**config.mk**
```make
export PLATFORM = sky130hd
export DESIGN_NAME = host_serdes
export DESIGN_NICKNAME = d
export VERILOG_FILES = /design/src/rtl/host_serdes.sv
export SDC_FILE = /design/constraint.sdc
export NUM_CORES = 1
export LEC_CHECK = 0
export BUFFER_PORTS_ARGS = -buffer_cell sky130_fd_sc_hd__buf_2
export CAP_MARGIN = 10
export CORE_UTILIZATION = 40
export DETAILED_ROUTE_END_ITERATION = 7
export GPL_TIMING_DRIVEN = 0
export SETUP_SLACK_MARGIN = 0.4
export SLEW_MARGIN = 5
export SYNTH_ARGS = -nofsm -noshare
export SYNTH_HDL_FRONTEND = slang
export SYNTH_SLANG_ARGS = --single-unit
export TNS_END_PERCENT = 100
```
**constraint.sdc**
```tcl
create_clock -name clk -period 5.45 [get_ports clk]
set_clock_uncertainty 0.2 [all_clocks]
set_input_delay 0.8175 -clock clk [delete_from_list [all_inputs] [get_ports clk]]
set_output_delay 0.8175 -clock clk [all_outputs]
set_load 0.05 [all_outputs]
```
**src/rtl/host_serdes.sv**
```systemverilog
// Byte-serial host for a far-end calculator: streams operands A and B out a byte lane,
// holds the calculation window, then collects the result bytes back into res_z.
module host_serdes #(
  parameter int WIDTH       = 24,
  parameter int CALC_CYCLES = 2
) (
  input  logic             clk,
  input  logic             reset,
  input  logic             op_valid,
  output logic             op_ready,
  input  logic [WIDTH-1:0] op_a,
  input  logic [WIDTH-1:0] op_b,
  output logic             res_valid,
  input  logic             res_ready,
  output logic [WIDTH-1:0] res_z,
  output logic             dut_reset,
  output logic [7:0]       to_dut,
  input  logic [7:0]       from_dut,
  output logic             start_calc,
  output logic             output_result
);

  localparam int NBYTES  = WIDTH / 8;
  localparam int CNT_MAX = (NBYTES > CALC_CYCLES) ? NBYTES : CALC_CYCLES;
  localparam int CW      = $clog2(CNT_MAX + 1);

  typedef enum logic [2:0] {
    IDLE   = 3'd0,
    SEND_A = 3'd1,
    SEND_B = 3'd2,
    CALC   = 3'd3,
    READ   = 3'd4,
    DRAIN  = 3'd5,
    DONE   = 3'd6
  } state_t;

  state_t           state_r;
  logic [CW-1:0]    cnt_r;
  logic [WIDTH-1:0] a_r;
  logic [WIDTH-1:0] b_r;

  logic             last_byte_s;
  logic             last_calc_s;
  logic [WIDTH+7:0] shifted_s;

  // Byte idx of x counted from the most significant byte; out-of-range idx yields 0.
  function automatic logic [7:0] byte_of(input logic [WIDTH-1:0] x, input int idx);
    logic [WIDTH-1:0] sh;
    sh = x >> ((NBYTES - 1 - idx) * 8);
    return sh[7:0];
  endfunction

  assign last_byte_s = (cnt_r == CW'(NBYTES - 1));
  assign last_calc_s = (cnt_r == CW'(CALC_CYCLES - 1));
  assign shifted_s   = {res_z, from_dut};

  // Transaction sequencer; every output is registered alongside the state.
  always_ff @(posedge clk or negedge reset) begin
    if (!reset) begin
      state_r       <= IDLE;
      cnt_r         <= '0;
      a_r           <= '0;
      b_r           <= '0;
      op_ready      <= 1'b1;
      res_valid     <= 1'b0;
      res_z         <= '0;
      dut_reset     <= 1'b0;
      to_dut        <= 8'h00;
      start_calc    <= 1'b0;
      output_result <= 1'b0;
    end else begin
      case (state_r)
        IDLE: begin
          if (op_valid) begin
            a_r       <= op_a;
            b_r       <= op_b;
            cnt_r     <= '0;
            to_dut    <= byte_of(op_a, 0);
            dut_reset <= 1'b1;
            op_ready  <= 1'b0;
            state_r   <= SEND_A;
          end
        end
        SEND_A: begin
          if (last_byte_s) begin
            cnt_r   <= '0;
            to_dut  <= byte_of(b_r, 0);
            state_r <= SEND_B;
          end else begin
            cnt_r  <= cnt_r + CW'(1);
            to_dut <= byte_of(a_r, int'(cnt_r) + 1);
          end
        end
        SEND_B: begin
          if (last_byte_s) begin
            cnt_r      <= '0;
            to_dut     <= 8'h00;
            start_calc <= 1'b1;
            state_r    <= CALC;
          end else begin
            cnt_r  <= cnt_r + CW'(1);
            to_dut <= byte_of(b_r, int'(cnt_r) + 1);
          end
        end
        CALC: begin
          if (last_calc_s) begin
            cnt_r         <= '0;
            output_result <= 1'b1;
            state_r       <= READ;
          end else begin
            cnt_r <= cnt_r + CW'(1);
          end
        end
        READ: begin
          // The far end answers one cycle late, so the first READ cycle has nothing to take.
          if (cnt_r != '0) begin
            res_z <= shifted_s[WIDTH-1:0];
          end
          if (last_byte_s) begin
            cnt_r         <= '0;
            output_result <= 1'b0;
            state_r       <= DRAIN;
          end else begin
            cnt_r <= cnt_r + CW'(1);
          end
        end
        DRAIN: begin
          res_z      <= shifted_s[WIDTH-1:0];
          start_calc <= 1'b0;
          res_valid  <= 1'b1;
          state_r    <= DONE;
        end
        DONE: begin
          if (res_ready) begin
            res_valid <= 1'b0;
            dut_reset <= 1'b0;
            op_ready  <= 1'b1;
            state_r   <= IDLE;
          end
        end
        default: begin
          state_r       <= IDLE;
          cnt_r         <= '0;
          op_ready      <= 1'b1;
          res_valid     <= 1'b0;
          dut_reset     <= 1'b0;
          to_dut        <= 8'h00;
          start_calc    <= 1'b0;
          output_result <= 1'b0;
        end
      endcase
    end
  end

endmodule

```
==> Word-level counts from Yosys, hierarchy flattened <==
Index checks and enable logic that the tools add are counted.
{ "word_totals": {"elab_cells": 85, "output_inout_bits": 37, "register_bits": 90, "input_bits": 60} }
{ "op_classes": {"add_sub_neg": 3, "shift": 2, "eq_ne": 15, "n_bitwise": 6, "n_reduce_logical": 19, "n_mux": 29} }
{ "ops": {"columns": ["operator", "n"], "rows": [
  ["$shr A24 B32 Y8", 2],
  ["$pmux W24 S2", 1],
  ["$pmux W8 S4", 1],
  ["$mux W24", 1],
  ["$mux W8", 3],
  ["$pmux W3 S7", 1],
  ["$reduce_or A5 Y1", 4],
  ["$mux W3", 6],
  ["$ne A2 B2 Y1 const B", 7],
  ["$pmux W1 S3", 4],
  ["$reduce_and A2 Y1", 6],
  ["$eq A3 B3 Y1 const B", 3],
  ["$pmux W2 S4", 1],
  ["$mux W1", 7],
  ["$eq A3 B2 Y1 const B", 2],
  ["$mux W2", 3],
  ["$not A1 Y1", 6],
  ["$reduce_and A3 Y1", 2],
  ["$reduce_and A6 Y1", 1],
  ["$reduce_bool A2 Y1", 2],
  ["$reduce_or A4 Y1", 1],
  ["$sub A2 B3 Y4 const A", 1],
  ["$add A2 B1 Y3 const B", 1],
  ["$eq A3 B1 Y1 const B", 1],
  ["other kinds (7)", 7]
]} }

==> Logic depth before layout (Yosys ltp) <==
{ "logic_depth": {"ltp_word": 5, "ltp_mapped": 6} }

==> Worst setup path before layout <==
OpenSTA, ideal clock, no wires.
{ "synth_path": {"path_type": "input to register", "start": "input op_valid", "end": "register to_dut[0]", "arrival_time_ps": 1597, "setup_time_ps": 83, "t_required_ps": 5167, "slack_ps": 3570, "cell_stages": 5, "cell_sequence": "o21ba_2 o221ai_2 buf_2 nand2_1 o21ai_0"} }
{ "synth_via": {"elab_chain_cells": 2} }
{ "synth_lines": {"columns": ["item", "line", "rtl"], "rows": [
  ["from (decl)", "9", "input logic op_valid,"],
  ["$ne A2 B2 Y1 (no source line)", null, null],
  ["$reduce_and A2 Y1 (no source line)", null, null],
  ["to (signal assigned)", "78", "to_dut <= byte_of(op_a, 0);"],
  ["to (signal assigned)", "87", "to_dut <= byte_of(b_r, 0);"],
  ["to (signal assigned)", "91", "to_dut <= byte_of(a_r, int'(cnt_r) + 1);"],
  ["to (decl)", "17", "output logic [7:0] to_dut,"]
]} }
No other way between the ends.
A chain may end at the register's enable or synchronous reset.

==> Worst setup path in the final report <==
{ "layout_path": {"start": "register op_ready", "end": "output op_ready"} }
{ "layout_rtl": {"columns": ["item", "line", "rtl"], "rows": [
  ["from (decl)", "10", "output logic op_ready,"],
  ["from (signal assigned)", "64", "op_ready <= 1'b1;"],
  ["from (signal assigned)", "80", "op_ready <= 1'b0;"],
  ["from (signal assigned)", "137", "op_ready <= 1'b1;"]
]} }
No word-level cell between the ends.

==> impl_metrics.csv <==
group,metric,value,unit
place,port_buffers,96,
synthesis,yosysWarnings,0,
critical_path,critical_path_class,"reg2out",
synthesis,netlist_instances,295,
critical_path,crit_fanout,3,
critical_path,max_stage_delay,0.55,ns
floorplan,boundaryPins,97,
place,dpl_cell_area,4491,µm²
detailed_routing,first_iter_violations,66,
min_path,hold_path_class,"in2async",
critical_path,path_cells,"buf_2",
synthesis,synthArstFlopShare,100.0,%
clocking,htreeDepth,3,
synthesis,yosys.area.top_type_share,53.08,%
critical_path,start_kind,"flop",
sta,slew-limit-headroom,60.82,%
grt,first_global_vias,2781,
floorplan,dieArea,9941,µm²
finish,final_common_cell,"buf_2",
finish,final_cell_mix,"buf_2, dfrtp_1, mux2_2",
synthesis,synth_largest_area_cell,"dfrtp_1",
sta,max_freq,0.4565,GHz
grt,grt_pass1_wl,14050,µm
synthesis,synthesis.area,3819,µm²
outcome,status,"completed",
clocking,cts_buffers,9,
synthesis,syn_avg_cell_area,12.94,µm²
synthesis,synthFlopType,"dfrtp_1",
grt,grt_max_degree,45,
critical_path,critPathCaptureType,"primary output",
finish,num_antenna_cells,0,
sta,worst_pin_slew,0.5855,ns
sta,fin_setup_tns,0,ns
detailed_routing,routedWlPerCell,15.71,µm
sta,hold_viol,0,
finish,fin_area,4701,µm²
grt,antenna_found_initial,0,
floorplan,core,9240,µm²
detailed_routing,wl,8434,µm
finish,nNetsFinal,463,
clocking,clockBufferDepth,2,
clocking,clkTransAtPathRegs,0.09,ns
floorplan,die_w,99.71,µm
grt,grt_overflow,0,
clocking,cts-root-buf,"clkbuf_8",
detailed_routing,vias_per_cell,4.985,
run,cap_violations,0,
floorplan,initial_core_util,41.33,%
sta,rsz0062_at_grt,"false",
floorplan,rows,35,
synthesis,ys_ff_latch,82,
sta,finalCriticalPeriod,2.191,ns
synthesis,synth_edf_count,0,
floorplan,die_h,99.71,µm
clocking,clk_latency,0.35,ns
sta,finalCritPeriodShare,40.20,%
place,dp_hpwl,5980,µm
synthesis,yosys.cell_types.count,42,
critical_path,cpMaxStageDelayCell,"dfstp_2",
pwr,finalPower,3.308,mW
critical_path,cpLargestDelayFamily,"flip-flops",
critical_path,path_buf_inv,1,
place,gp_congestion,0.8098,
finish,area_growth,23.10,%
pwr,power.leakage,2.182,nW
clocking,cts_resized,0,
sta,setup-violations-final,0,
grt,grt.total_usage,18.28,%
detailed_routing,ant_nets,0,
detailed_routing,vias,2677,
synthesis,ys_seq_area_share,53.77,%
detailed_routing,drc,0,
detailed_routing,firstDrtPassIters,4,
clocking,clock_sinks,82,
synthesis,synth_area_leaders,"dfrtp_1, mux2_2, mux2_4",
synthesis,syn_nets,355,
pwr,power_density,703.8,nW/µm²
finish,drive_above_1_share,48.53,%
sta,slew_violations,0,
pwr,peakVddDrop,0.0002636,V
finish,fin_util,50.87,%
clocking,cts_hold_buf,0,
clocking,cts_tree,"built",
critical_path,cp.required,4.43,ns
critical_path,cp.arrival,1.17,ns
clocking,cts_setup_buffers,0,
## state kept, by name, indices dropped and copies added, names as in the netlist
signal	count
dut_reset	1
a_r	16
res_z	24
b_r	24
to_dut	8
start_calc	1
state_r	3
output_result	1
op_ready	1
cnt_r	2
res_valid	1
## cell families (layout without fill, tap and decap cells)
| kind of cell | after synthesis | in the layout | synth area share, % |
|---|---|---|---|
| AO/OA/AOI/OAI | 54 | 54 | 9.371 |
| flip-flops | 82 | 82 | 53.77 |
| AND/OR/NAND/NOR | 53 | 53 | 7.307 |
| buffers and inverters | 26 | 139 | 4.522 |
| multiplexers | 80 | 80 | 25.03 |
## per-stage QoR
step                std cells  setup slack (ns)  hold WS, ns
floorplan                 295             3.570       0.2579
global placement          520             2.669       0.2621
detailed placement        521             3.211       0.2736
CTS                       537             3.250       0.2409
global route              537             3.229       0.2618
finish                    537             3.259       0.2208
## per-layer routing
layer / wire [µm] / up-vias / track usage, %
met5: 0 / - / 0
met4: 95 / 0 / 5.090
met3: 488 / 9 / 5.622
met2: 4044 / 72 / 29.23
met1: 3805 / 1326 / 24.00
li1: - / 1270 / -
## synthesized netlist by cell type, types with 3 or more instances
cell / count
nand2_1: 16
nand2b_1: 3
mux2i_1: 16
clkbuf_1: 3
inv_1: 3
buf_4: 4
buf_2: 10
dfrtp_1: 81
mux2_4: 20
o21ai_0: 16
a211oi_1: 4
o21ai_1: 4
nand3b_1: 8
mux2_2: 42
nor2_1: 15
a221oi_1: 10
a21oi_1: 8
## layout make-up
type	instances	area, µm²
buffer	23	161.4
timing repair buffer	97	510.5
sequential	82	2053
clock buffer	10	137.6
tap	129	161.4
fill	854	4539
clock inverter	6	72.57
multi-input combinational	187	1593
inverter	3	11.26
## power by group
group          switching [mW]  internal (mW)  total (mW)
sequential              0.168          0.911        1.08
combinational            1.04          0.716        1.76
clock                   0.243          0.231       0.474
total                    1.45           1.86        3.31
## worst paths after layout
kind	start	endpoint	slack, ns	depth (start not counted)
setup / recovery	op_ready	op_ready	3.26	1
hold / removal	reset	res_valid	0.22	1
setup reg to reg	state_r[2]	a_r[1]	3.38	6
hold reg to reg	to_dut[2]	to_dut[2]	0.29	2
max in group asynchronous	reset	a_r[2]	4.21	2
min in group clk	to_dut[2]	to_dut[2]	0.29	2
Note: power is estimated with default switching activity, not from simulation.
